[config.mk]
export PLATFORM = sky130hd
export DESIGN_NAME = alarm_ctrl
export DESIGN_NICKNAME = d
export VERILOG_FILES = /design/src/rtl/alarm_pkg.sv /design/src/rtl/alarm_tick_cnt.sv /design/src/rtl/alarm_ctrl.sv
export SDC_FILE = /design/constraint.sdc
export NUM_CORES = 1
export LEC_CHECK = 0
export BUFFER_PORTS_ARGS = -buffer_cell sky130_fd_sc_hd__buf_2
export CORE_MARGIN = 2
export CORE_UTILIZATION = 45
export DETAILED_ROUTE_END_ITERATION = 12
export HOLD_SLACK_MARGIN = 0.03
export PLACE_DENSITY = 0.73
export SYNTH_ARGS = -nofsm -noshare
export SYNTH_HDL_FRONTEND = slang
export SYNTH_SLANG_ARGS = --single-unit
export TNS_END_PERCENT = 30
[constraint.sdc]
create_clock -name clk -period 2.49 [get_ports clk]
set_input_delay 0.3735 -clock clk [delete_from_list [all_inputs] [get_ports clk]]
set_output_delay 0.3735 -clock clk [all_outputs]
set_load 0.01 [all_outputs]
[src/rtl/alarm_pkg.sv]
// Shared types and field widths for the alarm controller slice.
package alarm_pkg;

    localparam int unsigned HR_W   = 5;
    localparam int unsigned MIN_W  = 6;
    localparam int unsigned SEC_W  = 6;
    localparam int unsigned SNZ_W  = 9;  // snooze seconds, up to 511
    localparam int unsigned RING_W = 7;  // ring seconds, up to 127
    localparam int unsigned CNT_W  = 3;  // snoozes per event, up to 7

    typedef enum logic [1:0] {
        StIdle,
        StArmed,
        StRinging,
        StSnooze
    } alarm_state_e;

    function automatic logic time_valid(input logic [HR_W-1:0] hr, input logic [MIN_W-1:0] mn);
        return (hr <= HR_W'(23)) && (mn <= MIN_W'(59));
    endfunction

endpackage

[src/rtl/alarm_tick_cnt.sv]
// Loadable, tick-enabled down-counter that saturates at zero.
module alarm_tick_cnt #(
    parameter int unsigned W = 9
) (
    input  logic         clk,
    input  logic         rst,
    input  logic         clr,
    input  logic         load,
    input  logic [W-1:0] load_val,
    input  logic         tick,
    output logic [W-1:0] count
);

    logic [W-1:0] count_q;

    always_ff @(posedge clk) begin
        if (rst || clr) begin
            count_q <= '0;
        end else if (load) begin
            count_q <= load_val;
        end else if (tick && (count_q != '0)) begin
            count_q <= count_q - W'(1);
        end
    end

    assign count = count_q;

endmodule

[src/rtl/alarm_ctrl.sv]
// Alarm clock controller: arm / ring / snooze sequencing with registered outputs.
module alarm_ctrl
    import alarm_pkg::*;
#(
    parameter int unsigned SNOOZE_SEC       = 300,
    parameter int unsigned RING_TIMEOUT_SEC = 60,
    parameter int unsigned MAX_SNOOZE       = 3
) (
    input  logic             clk,
    input  logic             rst,
    input  logic             sec_tick,
    input  logic [HR_W-1:0]  cur_hr,
    input  logic [MIN_W-1:0] cur_min,
    input  logic [SEC_W-1:0] cur_sec,
    input  logic             alm_set,
    input  logic [HR_W-1:0]  alm_hr_in,
    input  logic [MIN_W-1:0] alm_min_in,
    input  logic             arm_sw,
    input  logic             snooze_btn,
    input  logic             stop_btn,
    output logic             enable,
    output logic             armed,
    output logic             snoozing,
    output logic [HR_W-1:0]  alm_hr,
    output logic [MIN_W-1:0] alm_min,
    output logic [SNZ_W-1:0] snooze_left
);

    localparam logic [SNZ_W-1:0]  SnzLoad = SNZ_W'(SNOOZE_SEC);
    localparam logic [RING_W-1:0] RingTo  = RING_W'(RING_TIMEOUT_SEC);
    localparam logic [CNT_W-1:0]  MaxSnz  = CNT_W'(MAX_SNOOZE);

    alarm_state_e      state_q, state_d;
    logic [RING_W-1:0] ring_q, ring_d;
    logic [CNT_W-1:0]  snz_cnt_q, snz_cnt_d;
    logic [HR_W-1:0]   alm_hr_q;
    logic [MIN_W-1:0]  alm_min_q;
    logic              enable_q, armed_q, snoozing_q;
    logic              match;
    logic              snz_load, snz_clr;
    logic [SNZ_W-1:0]  snz_left;

    assign match = sec_tick && (cur_hr == alm_hr_q) && (cur_min == alm_min_q) && (cur_sec == '0);

    always_comb begin
        state_d   = state_q;
        ring_d    = ring_q;
        snz_cnt_d = snz_cnt_q;
        snz_load  = 1'b0;

        if (!arm_sw) begin
            state_d   = StIdle;
            ring_d    = '0;
            snz_cnt_d = '0;
        end else begin
            unique case (state_q)
                // Arming cycle deliberately ignores match.
                StIdle: state_d = StArmed;
                StArmed: begin
                    if (match) begin
                        state_d   = StRinging;
                        ring_d    = '0;
                        snz_cnt_d = '0;
                    end
                end
                StRinging: begin
                    if (stop_btn) begin
                        state_d = StArmed;
                        ring_d  = '0;
                    end else if (snooze_btn && (snz_cnt_q < MaxSnz)) begin
                        state_d   = StSnooze;
                        snz_load  = 1'b1;
                        snz_cnt_d = snz_cnt_q + CNT_W'(1);
                        ring_d    = '0;
                    end else if (sec_tick) begin
                        ring_d = (ring_q != '1) ? ring_q + RING_W'(1) : ring_q;
                        if (ring_d >= RingTo) begin
                            state_d = StArmed;
                            ring_d  = '0;
                        end
                    end
                end
                StSnooze: begin
                    if (stop_btn) begin
                        state_d = StArmed;
                    end else if (sec_tick && (snz_left == SNZ_W'(1))) begin
                        state_d = StRinging;
                        ring_d  = '0;
                    end
                end
                default: state_d = StIdle;
            endcase
        end

        // Holding the counter in clear outside SNOOZE keeps snooze_left at 0 there.
        snz_clr = (state_d != StSnooze);
    end

    alarm_tick_cnt #(
        .W (SNZ_W)
    ) u_snz_cnt (
        .clk      (clk),
        .rst      (rst),
        .clr      (snz_clr),
        .load     (snz_load),
        .load_val (SnzLoad),
        .tick     (sec_tick),
        .count    (snz_left)
    );

    always_ff @(posedge clk) begin
        if (rst) begin
            state_q    <= StIdle;
            ring_q     <= '0;
            snz_cnt_q  <= '0;
            alm_hr_q   <= '0;
            alm_min_q  <= '0;
            enable_q   <= 1'b0;
            armed_q    <= 1'b0;
            snoozing_q <= 1'b0;
        end else begin
            state_q    <= state_d;
            ring_q     <= ring_d;
            snz_cnt_q  <= snz_cnt_d;
            enable_q   <= (state_d == StRinging);
            armed_q    <= (state_d != StIdle);
            snoozing_q <= (state_d == StSnooze);
            if (alm_set && time_valid(alm_hr_in, alm_min_in)) begin
                alm_hr_q  <= alm_hr_in;
                alm_min_q <= alm_min_in;
            end
        end
    end

    assign enable      = enable_q;
    assign armed       = armed_q;
    assign snoozing    = snoozing_q;
    assign alm_hr      = alm_hr_q;
    assign alm_min     = alm_min_q;
    assign snooze_left = snz_left;

endmodule
# Word-level counts from Yosys, hierarchy flattened

Index checks and enable logic that the tools add are counted.

Add/subtract/negate cells: 3
Magnitude comparators: 4
Equality and inequality tests: 16
Mux-type cells: 28
Bitwise gates (word level): 1
Reduce and logical (&&, ||, !) cells: 20

Operator list:

| operator                                                          | count |
|---|---|
| two-way mux 7 bit                                                 | 8 |
| case mux 7 bit (3 select lines)                                   | 1 |
| two-way mux 9 bit                                                 | 2 |
| two-way mux 2 bit                                                 | 8 |
| inequality test 2 bit, second input constant                      | 6 |
| equality test 9 x 1 -> 1 bit, second input constant               | 1 |
| two-way mux 3 bit                                                 | 3 |
| nonzero test 9 bit                                                | 1 |
| subtractor 9 x 1 -> 9 bit, second input constant                  | 1 |
| equality test 2 bit, second input constant                        | 4 |
| logical AND 1 bit                                                 | 8 |
| case mux 2 bit (4 select lines)                                   | 1 |
| adder 7 x 1 -> 7 bit, second input constant                       | 1 |
| greater-or-equal comparator 7 x 6 -> 1 bit, second input constant | 1 |
| inequality test 7 bit, second input constant                      | 1 |
| equality test 6 bit                                               | 1 |
| <= comparator 6 bit, second input constant                        | 1 |
| logical NOT 6 bit                                                 | 1 |
| case mux 3 bit (2 select lines)                                   | 1 |
| nonzero test 2 bit                                                | 3 |
| equality test 5 bit                                               | 1 |
| <= comparator 5 bit, second input constant                        | 1 |
| AND reduction 5 bit                                               | 1 |
| two-way mux 1 bit                                                 | 4 |
| other kinds (10)                                                  | 11 |

Bits in registers: 35
Output and inout bits: 23
Word-level logic and storage cells: 82

# Longest topological paths before layout

Depth after elaboration: 12
Depth in mapped cells: 8
Depth with buffers taken out: 8

# Cells and area by module

Synthesis repeated with hierarchy kept, for this count alone.

Cell total of the unflattened synthesis: 236
Area, all modules: 1991.9 µm²

By module, submodules not included:

| module         | times used | cells each | area each (µm²) | sequential area each (µm²) |
|---|---|---|---|---|
| alarm_ctrl     | 1          | 173        | 1475.2          | 520.5 |
| alarm_tick_cnt | 1          | 63         | 516.7           | 180.2 |

# Least setup slack after synthesis

OpenSTA, ideal clock, no wires.

Kind: input to register
From: in cur_sec[1]
To: reg u_snz_cnt.count_q[0] (netlist: u_snz_cnt.count[0])
Setup time: 64 ps
Data arrival time: 2275 ps
Data required time: 2426 ps
Slack: 151 ps
Stages on the path: 6
Buffers on the path: 0
Cells stage by stage: or4b_1 > or3_1 > or4_4 > o211a_2 > a211o_1 > nor2_1

Word-level cells in the longest chain between the ends: 8

RTL lines:

| item                            | line                 | text |
|---|---|---|
| from (decl)                     | alarm_ctrl.sv:14     | `input logic [SEC_W-1:0] cur_sec,` |
| logical NOT 6 bit               | alarm_ctrl.sv:43     | `assign match = sec_tick && (cur_hr == alm_hr_q) && (cur_min == alm_min_q) && (cur_sec == '0);` |
| logical AND 1 bit               | alarm_ctrl.sv:43     |  |
| two-way mux 2 bit               | alarm_ctrl.sv:60     | `if (match) begin` |
| case mux 2 bit (4 select lines) | alarm_ctrl.sv:56     | `unique case (state_q)` |
| two-way mux 2 bit               | alarm_ctrl.sv:51     | `if (!arm_sw) begin` |
| inequality test 2 bit           | alarm_ctrl.sv:96     | `snz_clr = (state_d != StSnooze);` |
| logical OR 1 bit                | alarm_tick_cnt.sv:17 | `if (rst \|\| clr) begin` |
| OR reduction 2 bit (no line)    | n/a                  |  |
| to (signal assigned)            | alarm_tick_cnt.sv:20 | `count_q <= load_val;` |
| to (signal assigned)            | alarm_tick_cnt.sv:22 | `count_q <= count_q - W'(1);` |
| to (decl)                       | alarm_tick_cnt.sv:14 | `logic [W-1:0] count_q;` |

No other way between the ends.
A chain may end at the register's enable or synchronous reset.

# Worst setup path after layout

From: reg state_q[1]
To: reg u_snz_cnt.count_q[3] (netlist: u_snz_cnt.count[3])

Word-level cells in the longest chain between the ends: 8

RTL lines:

| item                            | line                 | text |
|---|---|---|
| from (decl)                     | alarm_ctrl.sv:33     | `alarm_state_e state_q, state_d;` |
| from (signal assigned)          | alarm_ctrl.sv:113    | `state_q <= StIdle;` |
| from (signal assigned)          | alarm_ctrl.sv:122    | `state_q <= state_d;` |
| two-way mux 2 bit               | alarm_ctrl.sv:77     | `if (ring_d >= RingTo) begin` |
| two-way mux 2 bit               | alarm_ctrl.sv:75     | `end else if (sec_tick) begin` |
| two-way mux 2 bit               | alarm_ctrl.sv:70     | `end else if (snooze_btn && (snz_cnt_q < MaxSnz)) begin` |
| two-way mux 2 bit               | alarm_ctrl.sv:67     | `if (stop_btn) begin` |
| case mux 2 bit (4 select lines) | alarm_ctrl.sv:56     |  |
| two-way mux 2 bit               | alarm_ctrl.sv:51     |  |
| inequality test 2 bit           | alarm_ctrl.sv:96     |  |
| logical OR 1 bit                | alarm_tick_cnt.sv:17 |  |

Several ways; a longest one is shown, not always the timed one.

==> qor.txt <==
status: finished, final reports clean
clock skew: 8.064 ps
TritonCTS clock tree: done
final wirelength: 3888 um
vias in the first global route: 1,513
Commonest cells post-synth: 35 x dfxtp_1, 29 x nor2_1, 16 x xnor2_1
Vias/cell: 5.317
Hold Vio Cnt, Final: 0
clk_lat worst skew: 280 ps
Fmax: 0.4201 GHz
H-tree levels: 2
reg2reg start: state_q[1]
total congestion overflow: 0
num ports: 58
maximum buffer depth of the clock tree: 2
slowest stage cell, crit path: or4_4
net switching power: 0.0002487 W
Mean Syn Cell Area: 8.670 um^2
final net count: 301
most frequent cell after synthesis: dfxtp_1
ys flop type: dfxtp_1
Final Cycle Share: 0.9561
Worst VDD drop: 0.2935 mV
Worst Setup End Kind: flip-flop
time the worst path needs with I/O delays and setup: 2381 ps
RSZ-0062 raised after global routing: no
CORE AREA: 3661 um^2
switch share: 0.2335
Post-DP HPWL: 2961 um
max-slew violation count: 0
MaxCap Viol Count: 0
combinational power share: 0.105
Hold Path Class: in -> reg
post-synth top area share: 0.4082
drt pass-1 iters: 4
starting DRC count in detailed routing: 103
GP Congestion: 0.8454
Syn Nets: 237
Mapped Area: 1717 um^2
largest net degree at the start of global routing: 13
Yosys warnings: 0
placed instance area: 2081 um^2
WL per Instance: 12.58 um
register clock-pin slew on the reported worst setup and hold paths: 70 ps
Pleak: 0.9898 nW
I/O Buffers: 57
CP Cell Sequence: or4b_1 > or3_1 > or4_4 > o211a_2 > buf_4 > nor4_1
largest stage delay on the critical path: 580 ps
vias: 1,643
Async SR Flop Fraction: 0
worst hold start: alm_hr_in[1]
part of the Yosys area used for sequential elements: 0.4082
gr usage total: 0.1970
die area: 4325 um^2
Worst Path Required: 2680 ps
Worst-Margin Slew: 644.1 ps
CP arrival: 2570 ps
row count: 22
Clock power frac: 0.347
DRC viols: 0
area grow syn2layout: 26.46%
CTS Buf Count: 5
area leader, netlist: dfxtp_1
Post-synth EDFFs: 0
largest fanout on the critical path: 5
initial antenna violation count: 0
chip width: 65.77 um
Routed Antenna Nets: 0
Int Power: 0.0008161 W
Area contributors post-synth: dfxtp_1 41%, xnor2_1 8.2%, mux2i_1 7.0%, nor2_1 6.3%, ha_1 2.9%
Synth cell types: 42
Sequential Power Share: 0.547
Min Hold Slack: 321.2 ps
critical path class: reg -> reg
CP Launch Type: flip-flop
Post-CTS Hold Buffers: 0
final setup fails: 0
final worst setup slack: 109.4 ps
worst reg2reg setup slack: 110 ps
clock root buffer master: clkbuf_8
Starting Density: 0.4689
power density cells: 490.5 nW/um^2
die height: 65.77 um
clock sink count: 35
synthesized flop and latch total: 35
launch point of the worst path: state_q[1]
Post-Syn Instances: 198
slew margin rel.: 0.5680
dpl ws: -100.5 ps
global-route wire length before repair: 6520 um
fraction of layout cells with a size suffix above 1: 0.2835
# diodes: 0
Design Area, Final: 2171 um^2
-- worst max-delay path: cells and delay by family (launching register included) --
| family | cells | cell delay (ps) |
|---|---|---|
| compound gates | 1 | 150 |
| buf+inv | 1 | 150 |
| flops | 1 | 320 |
| simple gates | 4 | 1660 |
-- sequential cells by signal, indices dropped and copies added, names as in the netlist --
name / count
snz_cnt_q: 3
alm_hr: 5
ring_q: 7
alm_min: 6
snoozing: 1
armed: 1
state_q: 2
enable: 1
u_snz_cnt.count: 9
-- power groups by stage --
stage                     Sequential, W  Clock (W)  Combinational (W)
final                          0.000583   0.000370           0.000112
after CTS                      0.000583   0.000379           0.000113
after detailed placement       0.000595          0           0.000113
after global placement         0.000595          0           0.000112
after global routing           0.000584   0.000409           0.000125
after floorplan                0.000600          0          0.0000533
-- final timing paths --
path / cells after the start / endpoint
worst min register to register: 2 / snz_cnt_q[2]
worst min-delay path: 3 / alm_hr[1]
worst max register to register: 6 / u_snz_cnt.count[3]
worst max-delay path: 6 / u_snz_cnt.count[3]
-- cell families (layout without fill, tap and decap cells) --
kind of cell    after synthesis  after routing  share of synthesized area
compound gates               31             31                     0.1276
mux                          12             12                    0.06997
simple gates                 86             86                     0.2471
buf+inv                      12             75                    0.02623
flops                        35             35                     0.4082
fa+ha+maj                     4              4                    0.02916
xor+xnor                     18             18                    0.09184
-- metrics by stage --
stage	total power [W]	cells	util	setup TNS (ps)
2_1_floorplan	0.0006537	198	-	0
3_3_place_gp	0.0007073	303	0.5684	-88.87
3_5_place_dp	0.0007078	303	0.5684	-486.7
4_1_cts	0.001075	309	0.5882	0
5_1_grt	0.001118	309	0.5930	0
6_report	0.001065	309	0.5930	0
-- layer usage --
layer	routed length [um]	track usage	share of wire	up-vias
met3	249	0.04966	0.064	4
li1	-	-	-	838
met2	1740	0.3182	0.45	50
met4	47	0.1042	0.012	0
met1	1850	0.2394	0.48	751
met5	0	0	0	-
-- area by class of cell --
| type | instances | area, um^2 |
|---|---|---|
| fillers | 331 | 1490 |
| multi-input cells | 151 | 988.4 |
| flip-flops and latches | 35 | 700.7 |
| repair buffers | 62 | 322.8 |
| clock buffers | 6 | 72.57 |
| well taps | 48 | 60.06 |
| inverters | 7 | 26.28 |
-- cells in the final DEF, fill, tap and decap left out, drive strengths merged, types with 3 or more instances in the layout --
cell and instances:
inv 6, nand2 13, buf 62, o31ai 3, nor2b 3, clkbuf 6, mux2i 12, nor2 29
dfxtp 35, and3 5, a21oi 7, xnor2 16, o21ai 3, nand3 9, nor3 9, nand4 6
ha 4, nor4 5
-- what timing repair did --
item	4_1_cts	5_1_grt
buffers inserted	0	0
setup endpoints to repair	0	9
hold endpoints to repair	0	0
gates resized for setup	0	3
Power figures use the tool's default switching activity.
